==> src/rtl/fetch_pkg.sv <==
`default_nettype none
// ---------------------------------------------------------------------------
// fetch_pkg : state encoding and AXI/line constants for the fetch front end
// Rev 1.0
// ---------------------------------------------------------------------------
package fetch_pkg;

   typedef enum logic [1:0] {
      IDLE  = 2'd0,
      AR    = 2'd1,
      DATA  = 2'd2,
      DRAIN = 2'd3
   } fetch_state_e;

   localparam logic [1:0] AXI_BURST_INCR = 2'b01;
   localparam logic [2:0] AXI_SIZE_8B    = 3'd3;
   localparam logic [7:0] AXI_LEN_LINE   = 8'd7;

   localparam int LINE_BYTES     = 64;
   localparam int INSTS_PER_LINE = 16;

endpackage : fetch_pkg
`default_nettype wire

==> src/rtl/fetch_line_buffer.sv <==
`default_nettype none
// ---------------------------------------------------------------------------
// fetch_line_buffer : 8 x 64-bit beat store with per-beat valid/fault bits
// and a 16-slot 32-bit instruction read mux.  Rev 1.0
// ---------------------------------------------------------------------------
module fetch_line_buffer
   import fetch_pkg::*;
(
   input  logic        clk,
   input  logic        reset,
   input  logic        clear_i,
   input  logic        wr_en_i,
   input  logic [2:0]  wr_idx_i,
   input  logic [63:0] wr_data_i,
   input  logic        wr_fault_i,
   input  logic [3:0]  rd_slot_i,
   output logic        rd_valid_o,
   output logic [31:0] rd_inst_o,
   output logic        rd_fault_o
);

   logic [63:0] beat_q [0:7];
   logic [7:0]  beat_valid_q, beat_valid_d;
   logic [7:0]  fault_q, fault_d;
   logic [63:0] w_rd_beat;

   always_comb begin
      beat_valid_d = beat_valid_q;
      fault_d      = fault_q;
      if (clear_i) begin
         beat_valid_d = '0;
      end else if (wr_en_i) begin
         beat_valid_d[wr_idx_i] = 1'b1;
         fault_d[wr_idx_i]      = wr_fault_i;
      end
   end

   always_ff @(posedge clk) begin
      if (reset) begin
         beat_valid_q <= '0;
         fault_q      <= '0;
      end else begin
         beat_valid_q <= beat_valid_d;
         fault_q      <= fault_d;
      end
   end

   // Payload needs no reset: it is only observed through beat_valid_q.
   always_ff @(posedge clk) begin
      if (wr_en_i) begin
         beat_q[wr_idx_i] <= wr_data_i;
      end
   end

   assign w_rd_beat  = beat_q[rd_slot_i[3:1]];
   assign rd_valid_o = beat_valid_q[rd_slot_i[3:1]];
   assign rd_fault_o = fault_q[rd_slot_i[3:1]];
   assign rd_inst_o  = rd_slot_i[0] ? w_rd_beat[63:32] : w_rd_beat[31:0];

endmodule : fetch_line_buffer
`default_nettype wire

==> src/rtl/fetch_line_streamer.sv <==
`default_nettype none
// ---------------------------------------------------------------------------
// fetch_line_streamer : fetches 64-byte lines as 8-beat AXI INCR bursts and
// streams PC-tagged 32-bit instructions to decode; redirects drain and refetch.
// Rev 1.0
// ---------------------------------------------------------------------------
module fetch_line_streamer
   import fetch_pkg::*;
#(
   parameter int                  ID_WIDTH   = 13,
   parameter int                  ADDR_WIDTH = 64,
   parameter int                  DATA_WIDTH = 64,
   parameter int                  LINE_BEATS = 8,
   parameter logic [ID_WIDTH-1:0] FETCH_ARID = '0
) (
   input  logic                  clk,
   input  logic                  reset,
   input  logic [ADDR_WIDTH-1:0] start_pc,
   input  logic                  redirect_valid,
   input  logic [ADDR_WIDTH-1:0] redirect_pc,
   output logic [ID_WIDTH-1:0]   m_axi_arid,
   output logic [ADDR_WIDTH-1:0] m_axi_araddr,
   output logic [7:0]            m_axi_arlen,
   output logic [2:0]            m_axi_arsize,
   output logic [1:0]            m_axi_arburst,
   output logic                  m_axi_arvalid,
   input  logic                  m_axi_arready,
   input  logic [DATA_WIDTH-1:0] m_axi_rdata,
   input  logic [1:0]            m_axi_rresp,
   input  logic                  m_axi_rlast,
   input  logic                  m_axi_rvalid,
   output logic                  m_axi_rready,
   output logic                  inst_valid,
   input  logic                  inst_ready,
   output logic [31:0]           inst,
   output logic [ADDR_WIDTH-1:0] inst_pc,
   output logic                  inst_fault
);

   localparam int               OFS_W      = $clog2(LINE_BYTES);
   localparam int               LINE_W     = ADDR_WIDTH - OFS_W;
   localparam logic [LINE_W-1:0] LINE_INC  = LINE_W'(1);
   localparam logic [3:0]       BEATS_FULL = 4'(LINE_BEATS);
   localparam logic [3:0]       BEATS_LAST = 4'(LINE_BEATS - 1);
   localparam logic [3:0]       SLOT_LAST  = 4'(INSTS_PER_LINE - 1);

   fetch_state_e          state_q, state_d;
   logic [ADDR_WIDTH-1:2] pc_q, pc_d;
   logic [LINE_W-1:0]     line_q, line_d;
   logic [3:0]            idx_q, idx_d;
   logic [3:0]            beat_cnt_q, beat_cnt_d;
   logic                  stale_q, stale_d;

   logic                  w_buf_clear;
   logic                  w_buf_wr;
   logic                  w_burst_done;
   logic                  w_inst_fire;
   logic                  w_slot_valid;
   logic                  w_slot_fault;
   logic [31:0]           w_slot_inst;
   logic                  w_unused;

   // PC bits [1:0] never matter: instructions are word aligned.
   assign w_unused = ^{start_pc[1:0], redirect_pc[1:0]};

   assign w_buf_wr     = (state_q == DATA) && m_axi_rvalid && (beat_cnt_q != BEATS_FULL);
   assign w_burst_done = (beat_cnt_q == BEATS_FULL) ||
                         (m_axi_rvalid && (beat_cnt_q == BEATS_LAST));
   assign w_inst_fire  = inst_valid && inst_ready;

   always_comb begin
      state_d     = state_q;
      pc_d        = pc_q;
      line_d      = line_q;
      idx_d       = idx_q;
      beat_cnt_d  = beat_cnt_q;
      stale_d     = stale_q;
      w_buf_clear = 1'b0;

      case (state_q)
         IDLE: begin
            state_d = AR;
         end
         AR: begin
            // A redirect seen while the address was pending poisons that burst.
            if (m_axi_arready) begin
               beat_cnt_d  = '0;
               w_buf_clear = 1'b1;
               idx_d       = pc_q[OFS_W-1:2];
               stale_d     = 1'b0;
               state_d     = (stale_q || redirect_valid) ? DRAIN : DATA;
            end else if (redirect_valid) begin
               stale_d = 1'b1;
            end
         end
         DATA: begin
            if (w_buf_wr) begin
               beat_cnt_d = beat_cnt_q + 4'd1;
            end
            if (redirect_valid) begin
               state_d = w_burst_done ? AR : DRAIN;
            end else if (w_inst_fire) begin
               idx_d = idx_q + 4'd1;
               if (idx_q == SLOT_LAST) begin
                  pc_d    = {pc_q[ADDR_WIDTH-1:OFS_W] + LINE_INC, 4'b0000};
                  state_d = AR;
               end
            end
         end
         DRAIN: begin
            if (m_axi_rvalid && m_axi_rlast) begin
               state_d = AR;
            end
         end
         default: begin
            state_d = IDLE;
         end
      endcase

      if (redirect_valid) begin
         pc_d = redirect_pc[ADDR_WIDTH-1:2];
      end

      // The request address is captured once on entry and then frozen.
      if ((state_d == AR) && (state_q != AR)) begin
         line_d = pc_d[ADDR_WIDTH-1:OFS_W];
      end
   end

   always_ff @(posedge clk) begin
      if (reset) begin
         state_q    <= IDLE;
         pc_q       <= start_pc[ADDR_WIDTH-1:2];
         line_q     <= start_pc[ADDR_WIDTH-1:OFS_W];
         idx_q      <= '0;
         beat_cnt_q <= '0;
         stale_q    <= 1'b0;
      end else begin
         state_q    <= state_d;
         pc_q       <= pc_d;
         line_q     <= line_d;
         idx_q      <= idx_d;
         beat_cnt_q <= beat_cnt_d;
         stale_q    <= stale_d;
      end
   end

   fetch_line_buffer u_line_buffer (
      .clk        (clk),
      .reset      (reset),
      .clear_i    (w_buf_clear),
      .wr_en_i    (w_buf_wr),
      .wr_idx_i   (beat_cnt_q[2:0]),
      .wr_data_i  (m_axi_rdata[63:0]),
      .wr_fault_i (m_axi_rresp != 2'b00),
      .rd_slot_i  (idx_q),
      .rd_valid_o (w_slot_valid),
      .rd_inst_o  (w_slot_inst),
      .rd_fault_o (w_slot_fault)
   );

   assign m_axi_arid    = FETCH_ARID;
   assign m_axi_araddr  = {line_q, {OFS_W{1'b0}}};
   assign m_axi_arlen   = AXI_LEN_LINE;
   assign m_axi_arsize  = AXI_SIZE_8B;
   assign m_axi_arburst = AXI_BURST_INCR;
   assign m_axi_arvalid = (state_q == AR);
   assign m_axi_rready  = (state_q == DATA) || (state_q == DRAIN);

   assign inst_valid = (state_q == DATA) && w_slot_valid;
   assign inst       = w_slot_inst;
   assign inst_fault = w_slot_fault;
   assign inst_pc    = {pc_q[ADDR_WIDTH-1:OFS_W], idx_q, 2'b00};

endmodule : fetch_line_streamer
`default_nettype wire
==> config.mk <==
export PLATFORM = sky130hd
export DESIGN_NAME = fetch_line_streamer
export DESIGN_NICKNAME = d
export VERILOG_FILES = /design/src/rtl/fetch_pkg.sv /design/src/rtl/fetch_line_buffer.sv /design/src/rtl/fetch_line_streamer.sv
export SDC_FILE = /design/constraint.sdc
export NUM_CORES = 1
export LEC_CHECK = 0
export CAP_MARGIN = 10
export CORE_MARGIN = 2
export CORE_UTILIZATION = 59
export DETAILED_ROUTE_END_ITERATION = 8
export PLACE_DENSITY = 0.88
export SLEW_MARGIN = 0
export SYNTH_ARGS = -nofsm -noshare
export SYNTH_HDL_FRONTEND = slang
export SYNTH_HIERARCHICAL = 1
export SYNTH_SLANG_ARGS = --single-unit
==> constraint.sdc <==
create_clock -name clk -period 13.8 [get_ports clk]
set_input_delay 2.07 -clock clk [delete_from_list [all_inputs] [get_ports clk]]
set_output_delay 2.07 -clock clk [all_outputs]
set_load 0.05 [all_outputs]
### Word level (Yosys, flattened, before mapping)

Memory sizes are Yosys's and may differ from the RTL's. A register that Yosys moved wholly into a read port is not among the register bits.
Cells that the tools add are included.

| cells by class | value |
|---|---|
| $mul | 0 |
| shift operators | 0 |
| bitwise operators | 2 |
| $lt $le $gt $ge | 3 |
| add/subtract/negate cells | 3 |
| reductions and logical operators | 25 |
| equality and inequality tests | 13 |
| multiplexer cells | 38 |
| divide/modulo/power cells | 0 |

Operator list:

| operator | count |
|---|---|
| $mux W62 | 5 |
| $mux W58 | 2 |
| $add A58 B1 Y58 const B | 1 |
| $mux W32 | 1 |
| $mux W4 | 5 |
| $pmux W4 S2 | 2 |
| $mux W2 | 6 |
| $mux W1 | 10 |
| $reduce_bool A3 Y1 | 3 |
| $add A4 B1 Y4 const B | 2 |
| $bwmux W8 | 1 |
| $eq A4 B4 Y1 const B | 2 |
| $logic_and A1 B1 Y1 | 8 |
| $lt A3 B4 Y1 const B | 2 |
| $or A8 B8 Y8 | 1 |
| $pmux W2 S4 | 1 |
| $reduce_bool A2 Y1 | 4 |
| $bmux W1 S3 | 2 |
| $mux W3 | 2 |
| $ne A2 B1 Y1 const B | 3 |
| $reduce_and A3 Y1 | 2 |
| $eq A2 B1 Y1 const B | 2 |
| $eq A2 B2 Y1 const B | 2 |
| $eq A4 B3 Y1 const B | 1 |
| 10 further kinds | 14 |

| storage, ports and cells | value |
|---|---|
| input port bits | 201 |
| memories kept | 1 |
| latch bits | 0 |
| memory bits (read-only) | 0 |
| bits in writable memories | 512 |
| register bits | 147 |

Memories:

| name | words | width | rd ports | clocked after memory_dff | write ports | RTL line | text |
|---|---|---|---|---|---|---|---|
| u_line_buffer.beat_q | 8 | 64 | 1 | 1 | 1 | fetch_line_buffer.sv:22 | `logic [63:0] beat_q [0:7];` |

### Depth between registers and ports, before layout

Gate-level depths: netlist (run 1).

| depth | value |
|---|---|
| word-level depth | 11 |
| mapped depth | 12 |

### By module

Netlist (run 1), hierarchy kept.

By module, submodules not included:

| module | times used | cells each | area each (µm²) |
|---|---|---|---|
| fetch_line_buffer | 1 | 852 | 19,895.3 |
| fetch_line_streamer | 1 | 688 | 6,942.9 |

### Worst setup path after synthesis (run 1)

No wires, ideal clock.

| path | value |
|---|---|
| path kind | input port to flip-flop |
| start | input m_axi_rvalid |
| end | register u_line_buffer.fault_q[0] |
| path buffers | 0 |
| path slack | 3.639 ns |
| cell stages on the path | 4 |
| arrival | 10.031 ns |
| cell sequence | and3_1 nor4b_1 a21bo_2 a21oi_1 |

| on the way | value |
|---|---|
| word-level cells in the longest chain between the ends | 3 |

Ends and longest elaborated chain:

| item | RTL line | text |
|---|---|---|
| from (decl) | fetch_line_streamer.sv:31 | `input logic m_axi_rvalid,` |
| $logic_and A1 B1 Y1 (2 in series) | fetch_line_streamer.sv:66 | `assign w_buf_wr = (state_q == DATA) && m_axi_rvalid && (beat_cnt_q != BEATS_FULL);` |
| $reduce_and A2 Y1 (no line) | n/a |  |
| to (signal assigned) | fetch_line_buffer.sv:44 | `fault_q <= fault_d;` |
| to (decl) | fetch_line_buffer.sv:24 | `logic [7:0] fault_q, fault_d;` |

Every way passes these cells.
A chain may end at the register's enable or synchronous reset.

### Worst setup path in the final report (run 1)

| path | value |
|---|---|
| start | register idx_q[2] |
| end | output inst_valid |

| on the way | value |
|---|---|
| word-level cells in the longest chain between the ends | 3 |

Ends and longest elaborated chain:

| item | RTL line | text |
|---|---|---|
| from (decl) | fetch_line_streamer.sv:50 | `logic [3:0] idx_q, idx_d;` |
| from (signal assigned) | fetch_line_streamer.sv:142 | `idx_q <= idx_d;` |
| $bmux W1 S3 | fetch_line_buffer.sv:56 | `assign rd_valid_o = beat_valid_q[rd_slot_i[3:1]];` |
| $mux W1 (implied by the code) | fetch_line_buffer.sv:56 |  |
| named net w_slot_valid | fetch_line_streamer.sv:58 | `logic w_slot_valid;` |
| $logic_and A1 B1 Y1 | fetch_line_streamer.sv:170 | `assign inst_valid = (state_q == DATA) && w_slot_valid;` |
| to (decl) | fetch_line_streamer.sv:33 | `output logic inst_valid,` |

The timed path passes the listed nets, and every way through them passes these cells. The select of a mux whose other input is x is not followed.

==> results.md, run 1 <==
* Status: finished clean
* PortBufs at 352
* Die ar. at 47210 sq um
* Global route overflow at 0
* Setup TNS at 0 ps
* Clock Skews at 22.07 ps
* CP endpoint kind: output pin
* Hpwl dp at 42780 um
* Crit share post-route at 47.08%
* Startpoint types: register
* Detailed Route WL at 71400 um
* Area delta synth->final at 21.56%
* RSZ-0062 raised after global routing: false
* Post-route insts no fill at 2511
* Pwr/cell area at 147.0 nW/um^2
* Antenna violations before repair at 14
* Crit Path Category: register to output pin
* Final setup viols at 0
* WP data required at 11730 ps
* CTS sink count at 659
* Maximum VDD drop at 0.1214 mV
* Max cap viols at 0
* Hold Vio Cnt, Final at 0
* FFs w/ async S/R, synth at 0%
* CTS Buf Count at 67
* Vias post-DR at 15670
* Nets@finish at 2056
* Worst slack at placement at 7959 ps
* Netlist cell types at 62
* Final worst slack at 7303 ps
* Final ANT Viol Nets at 0
* Fin Hold WS at 461.1 ps
* Slew headroom at 24.55%
* Static Leak at 10.54 nW
* Residual DRC count at 0
* Inst Count DP at 2376
* Main flop type after synthesis: edfxtp_1
* DR vias/cell at 6.239
* Syn Inst Count at 1540
* Top cells by area, synth: edfxtp_1, mux4_2, dfxtp_1
* WP data arrival at 4430 ps
* Yosys top cell area share at 64.22%
* Largest net degree at the start of global routing at 75
* Setup Buffers After CTS at 0
* Synth area leader: edfxtp_1
* Rows at 78
* Pre-antenna DRT Iters at 5
* Worst-path fanout max at 74
* Post-synth EDFFs at 574
* First-pass GRT wire length at 104700 um
* Worst slew pin tran at 1132 ps
* Pins Over Slew Limit at 0
* Fin crit period at 6497 ps
* Ys Warns at 6
* Fmax at 153.9 MHz
* DIE HEIGHT at 217.3 um
* Die Wd at 217.3 um
* Number of synthesized register bits at 659
* Initial Util at 59.40%
* DR WL/cell at 28.43 um
* Syn Area/Cell at 17.43 sq um
* Vias in the first global route at 16290
* Pwr Total at 4.796 mW
* Clk_lat worst skew at 600 ps
* Routability cong. at 0.9564
* Sequential area share after synthesis at 70.56%
* Mapped Area at 26840 sq um
* Cts hold-fix bufs at 0
* Layout cell share with drive strength beyond 1 at 16.54%
* CTS tree: done
* Worst hold path type: register to register
* H-tree lvl count at 3
* Core area at 45190 sq um
* Multi-input logic area at 6942 sq um
* Max Buffers Root-to-Sink at 3
* Resize count post-CTS at 0
* I/O pin total at 391
* Initial DRC Count at 1519
* FF/Latch Area at 18950 sq um
* Root Buffer: clkbuf_16
* Total track usage at 30.51%
* Worst-path clk slew at 60 ps
* Fillers at 2624
-- layer usage --
layer  routed length, um  track usage [%]  up-vias
met2               36470            51.59      870
li1                    -                -     6665
met4                3210            15.07        0
met3                6548            7.128      158
met5                   0                0        -
met1               25170            37.12     7973
-- layout by cell type (no fill, tap or decap), drive strengths merged, types with 34 or more instances in the layout --
| master | synthesis | routed |
|---|---|---|
| dfxtp | 85 | 85 |
| clkdlybuf4s50 | 0 | 351 |
| mux4 | 132 | 132 |
| edfxtp | 574 | 574 |
| a21oi | 42 | 42 |
| xnor2 | 37 | 37 |
| nand3 | 42 | 42 |
| conb | 2 | 34 |
| o21ai | 41 | 41 |
| nand2 | 85 | 85 |
| a22oi | 87 | 87 |
| clkbuf | 46 | 83 |
-- Yosys cell counts (3+ instances only) --
master / number
edfxtp_1: 574
mux4_2: 132
buf_4: 93
a22oi_1: 87
dfxtp_1: 85
nand2_1: 85
clkbuf_1: 46
a21oi_1: 42
nand3_1: 39
xnor2_1: 37
nor2_1: 27
o21ai_0: 26
o22ai_1: 21
xor2_1: 19
nor3_1: 17
buf_2: 15
o21ai_1: 15
nand4_1: 13
inv_1: 12
and3_1: 11
buf_6: 11
ha_1: 9
nor4_1: 9
o21a_1: 9
a21bo_2: 8
mux2i_1: 7
nor4_4: 7
nor3_2: 6
o31ai_1: 6
or2_2: 6
nand2b_1: 5
a22o_1: 4
and2_1: 4
buf_1: 4
nor2b_1: 4
nor4_2: 4
o31a_1: 4
and4b_1: 3
and4bb_2: 3
mux2_2: 3
-- sequential cells by signal, summed over array words and instances (netlist names) --
register	flops
pc_q	62
u_line_buffer/beat_q	512
line_q	58
beat_cnt_q	4
stale_q	1
u_line_buffer/fault_q	8
idx_q	4
u_line_buffer/beat_valid_q	8
state_q	2
-- final timing paths --
check	from	to	slack, ps	cells after the start
min	u_line_buffer/beat_valid_q[1]	u_line_buffer/beat_valid_q[1]	460	1
min reg2reg	u_line_buffer/beat_valid_q[1]	u_line_buffer/beat_valid_q[1]	460	1
max reg2reg	idx_q[2]	line_q[55]	8790	10
max	idx_q[2]	inst_valid	7300	5
-- through the flow --
stage	cell area (sq um)	util, %
2_1_floorplan	26960	-
3_3_place_gp	30370	67.20
3_5_place_dp	30370	67.20
4_1_cts	32580	72.10
5_1_grt	32620	72.19
6_report	32630	72.20
-- layout make-up --
class,instances,share of cell area [%]
Timing Repair Buffer,374,11.31
Multi-Input combinational cell,730,21.28
Clock buffer,83,5.450
Antenna cell,12,0.09204
Clock inverter,39,1.335
Sequential cell,659,58.07
Inverter,14,0.1611
Tap cell,600,2.301
-- where the power goes --
group / leakage [nW] / internal, mW / switching [mW]
clock network: 1.07 / 1.04 / 0.772
logic: 3.53 / 0.264 / 0.441
registers: 5.94 / 2.22 / 0.0562
-- worst max-delay path, stage by stage, from the launching register on --
cell             delay (ps)
dfxtp_4                 930
buf_4                   930
mux4_2                  600
mux2_2                  330
and2_1                  190
clkdlybuf4s50_1         720
-- logic make-up (layout without fill, tap and decap cells) --
| family | Yosys count | count (layout) | synth area share (%) |
|---|---|---|---|
| other cells | 2 | 46 | 0.02798 |
| compound gates | 229 | 229 | 5.702 |
| simple gates | 260 | 260 | 5.758 |
| xor+xnor | 56 | 56 | 1.828 |
| buf+inv | 183 | 510 | 4.238 |
| fa+ha+maj | 9 | 9 | 0.4196 |
| flops | 659 | 659 | 70.56 |
| mux | 142 | 142 | 11.46 |
Note: power is estimated with default switching activity, not from simulation.
==> run 2, diff against run 1 <==
- CORE_UTILIZATION: 59 -> 54
- PLACE_DENSITY: 0.88 -> 0.81
- clock period: 13.8 -> 6.1 ns (I/O delays scaled with it)
==> run 2 against run 1 <==
Net effect:
- critical path depth is the same
- die area grew 9.1%
- register-to-register slack lost 6700 ps
- wire length shrank 5.1%
- via count shrank 1.3%
- clock skew shrank 0.78 ps
- combinational power grew 130%
- sequential power grew 130%
- global-route usage shrank 4.0 points
- clock power grew 120%
- critical path type unchanged
- largest cell class unchanged
- largest power group unchanged
==> results.md, run 2 (synthesized netlist as in run 1, its figures left out) <==
* Status: finished clean
* Area delta synth->final at 21.78%
* P_sw at 2.822 mW
* Switching share of power at 26.26%
* Initial Util at 54.83%
* Max Buffers Root-to-Sink at 3
* Cts hold-fix bufs at 0
* Multi-input logic area at 6950 sq um
* Worst-path fanout max at 38
* Core area at 48950 sq um
* Antenna violations before repair at 7
* Fmax at 212.3 MHz
* Setup TNS at 0 ps
* Largest register by flop count: u_line_buffer/beat_q
* Rows at 81
* Worst path max stage delay at 870 ps
* Worst-path clk slew at 60 ps
* Die ar. at 51500 sq um
* Hold Vio Cnt, Final at 0
* Placed cell area at 30520 sq um
* Clk_lat worst skew at 600 ps
* Power share of the sequential group at 47.8%
* Hpwl dp at 40420 um
* Pwr/cell area at 328.8 nW/um^2
* Worst slew pin tran at 1185 ps
* WP data arrival at 3800 ps
* Maximum VDD drop at 0.2223 mV
* WP data required at 5180 ps
* Critical-path top delay cell: dfxtp_4
* Layout cell share with drive strength beyond 1 at 16.55%
* Max cap viols at 0
* CP endpoint kind: output pin
* H-tree lvl count at 3
* Crit share post-route at 77.23%
* Largest net degree at the start of global routing at 90
* I/O pin total at 391
* Commonest non-fill, non-tap cell in the layout: edfxtp_1
* Residual DRC count at 0
* CTS sink count at 659
* FF/Latch Area at 18950 sq um
* Final ANT Viol Nets at 0
* Final setup viols at 0
* Clock Skews at 21.29 ps
* Nets@finish at 2059
* DIE HEIGHT at 226.9 um
* Global route overflow at 0
* Most frequent cells in the layout: edfxtp_1, clkdlybuf4s50_1, mux4_2
* Total track usage at 26.52%
* Fillers at 3216
* Comb pwr share at 14.9%
* Top flop regs: u_line_buffer/beat_q: 512 flops, pc_q: 62 flops, line_q: 58 flops
* Pre-antenna DRT Iters at 6
* DR vias/cell at 6.008
* Root Buffer: clkbuf_16
* Routability cong. at 0.8933
* Static Leak at 10.54 nW
* Crit path cell chain: buf_4 > mux4_2 > a22oi_1 > nand2_1 > clkdlybuf4s50_1
* Worst hold path type: register to register
* DR WL/cell at 26.33 um
* Startpoint types: register
* Initial DRC Count at 1389
* First-pass GRT wire length at 99530 um
* PortBufs at 352
* CTS tree: done
* Die Wd at 226.9 um
* RSZ-0062 raised after global routing: false
* Clk pwr share at 37.3%
* CTS Buf Count at 68
* P_int at 7.925 mW
* Fin crit period at 4711 ps
* Crit Path Category: register to output pin
* Vias post-DR at 15460
* Slew headroom at 21.00%
* Resize count post-CTS at 0
* Fin area at 32680 sq um
* Largest register FFs at 512
* Vias in the first global route at 16070
* Setup Buffers After CTS at 0
* Detailed Route WL at 67740 um
* Pins Over Slew Limit at 0
run 2: cell count changes in the layout (fill, tap and decap cells not counted), moves of 3 or more:
cell	change
buf_12	+3
clkinv_1	+3
clkinv_2	+4
clkinv_4	-3
diode_2	-6
run 2: power by group through the flow:
stage	logic (mW)	clock network (mW)	registers, mW
after global placement	1.57	0	5.23
after floorplan	0.905	0	5.38
after CTS	1.61	4.07	5.14
after global routing	1.67	4.23	5.15
final	1.60	4.01	5.14
after detailed placement	1.59	0	5.23
run 2: final cells by class:
cell class                 instances  share of cell area, %
timing repair buffer             376                  11.43
multi-input combinational        730                  21.27
inverter                          14                 0.1608
clock buffer                      85                  5.593
antenna                            6                0.04594
sequential                       659                  57.97
clock inverter                    39                 0.9915
tap                              664                  2.542
run 2: path summary, 6_finish.rpt:
| check | start | end | slack, ps | depth (start not counted) |
|---|---|---|---|---|
| max | idx_q[1] | inst[12] | 1390 | 5 |
| min | u_line_buffer/beat_valid_q[3] | u_line_buffer/beat_valid_q[3] | 460 | 1 |
| max reg2reg | idx_q[1] | line_q[46] | 2040 | 9 |
| min reg2reg | u_line_buffer/beat_valid_q[3] | u_line_buffer/beat_valid_q[3] | 460 | 1 |
run 2: per-layer routing:
| layer | GRT usage (%) | share of wire [%] | up-vias |
|---|---|---|---|
| li1 | - | - | 6658 |
| met1 | 33.32 | 37 | 7856 |
| met2 | 45.17 | 51 | 825 |
| met3 | 6.647 | 9.3 | 119 |
| met4 | 9.256 | 2.7 | 0 |
| met5 | 0 | 0 | - |
run 2: stage by stage:
| step | cells | hold slack [ps] | total power, mW | setup WS (ps) | utilization (%) |
|---|---|---|---|---|---|
| 2_1_floorplan | 1572 | 435.4 | 6.282 | 495.9 | - |
| 3_3_place_gp | 2443 | 440.2 | 6.802 | 2011 | 62.34 |
| 3_5_place_dp | 2443 | 453.4 | 6.822 | 1985 | 62.34 |
| 4_1_cts | 2567 | 465.8 | 10.82 | 1276 | 66.74 |
| 5_1_grt | 2570 | 486.9 | 11.05 | 1165 | 66.75 |
| 6_report | 2573 | 463.2 | 10.75 | 1389 | 66.77 |
run 2: worst max-delay path: cells and delay by family (launching register included):
| family | cells | cell delay (ps) |
|---|---|---|
| AOI/OAI and AO/OA | 1 | 210 |
| and+or+nand+nor | 1 | 160 |
| DFF | 1 | 870 |
| muxes | 1 | 620 |
| buffers and inverters | 2 | 1300 |
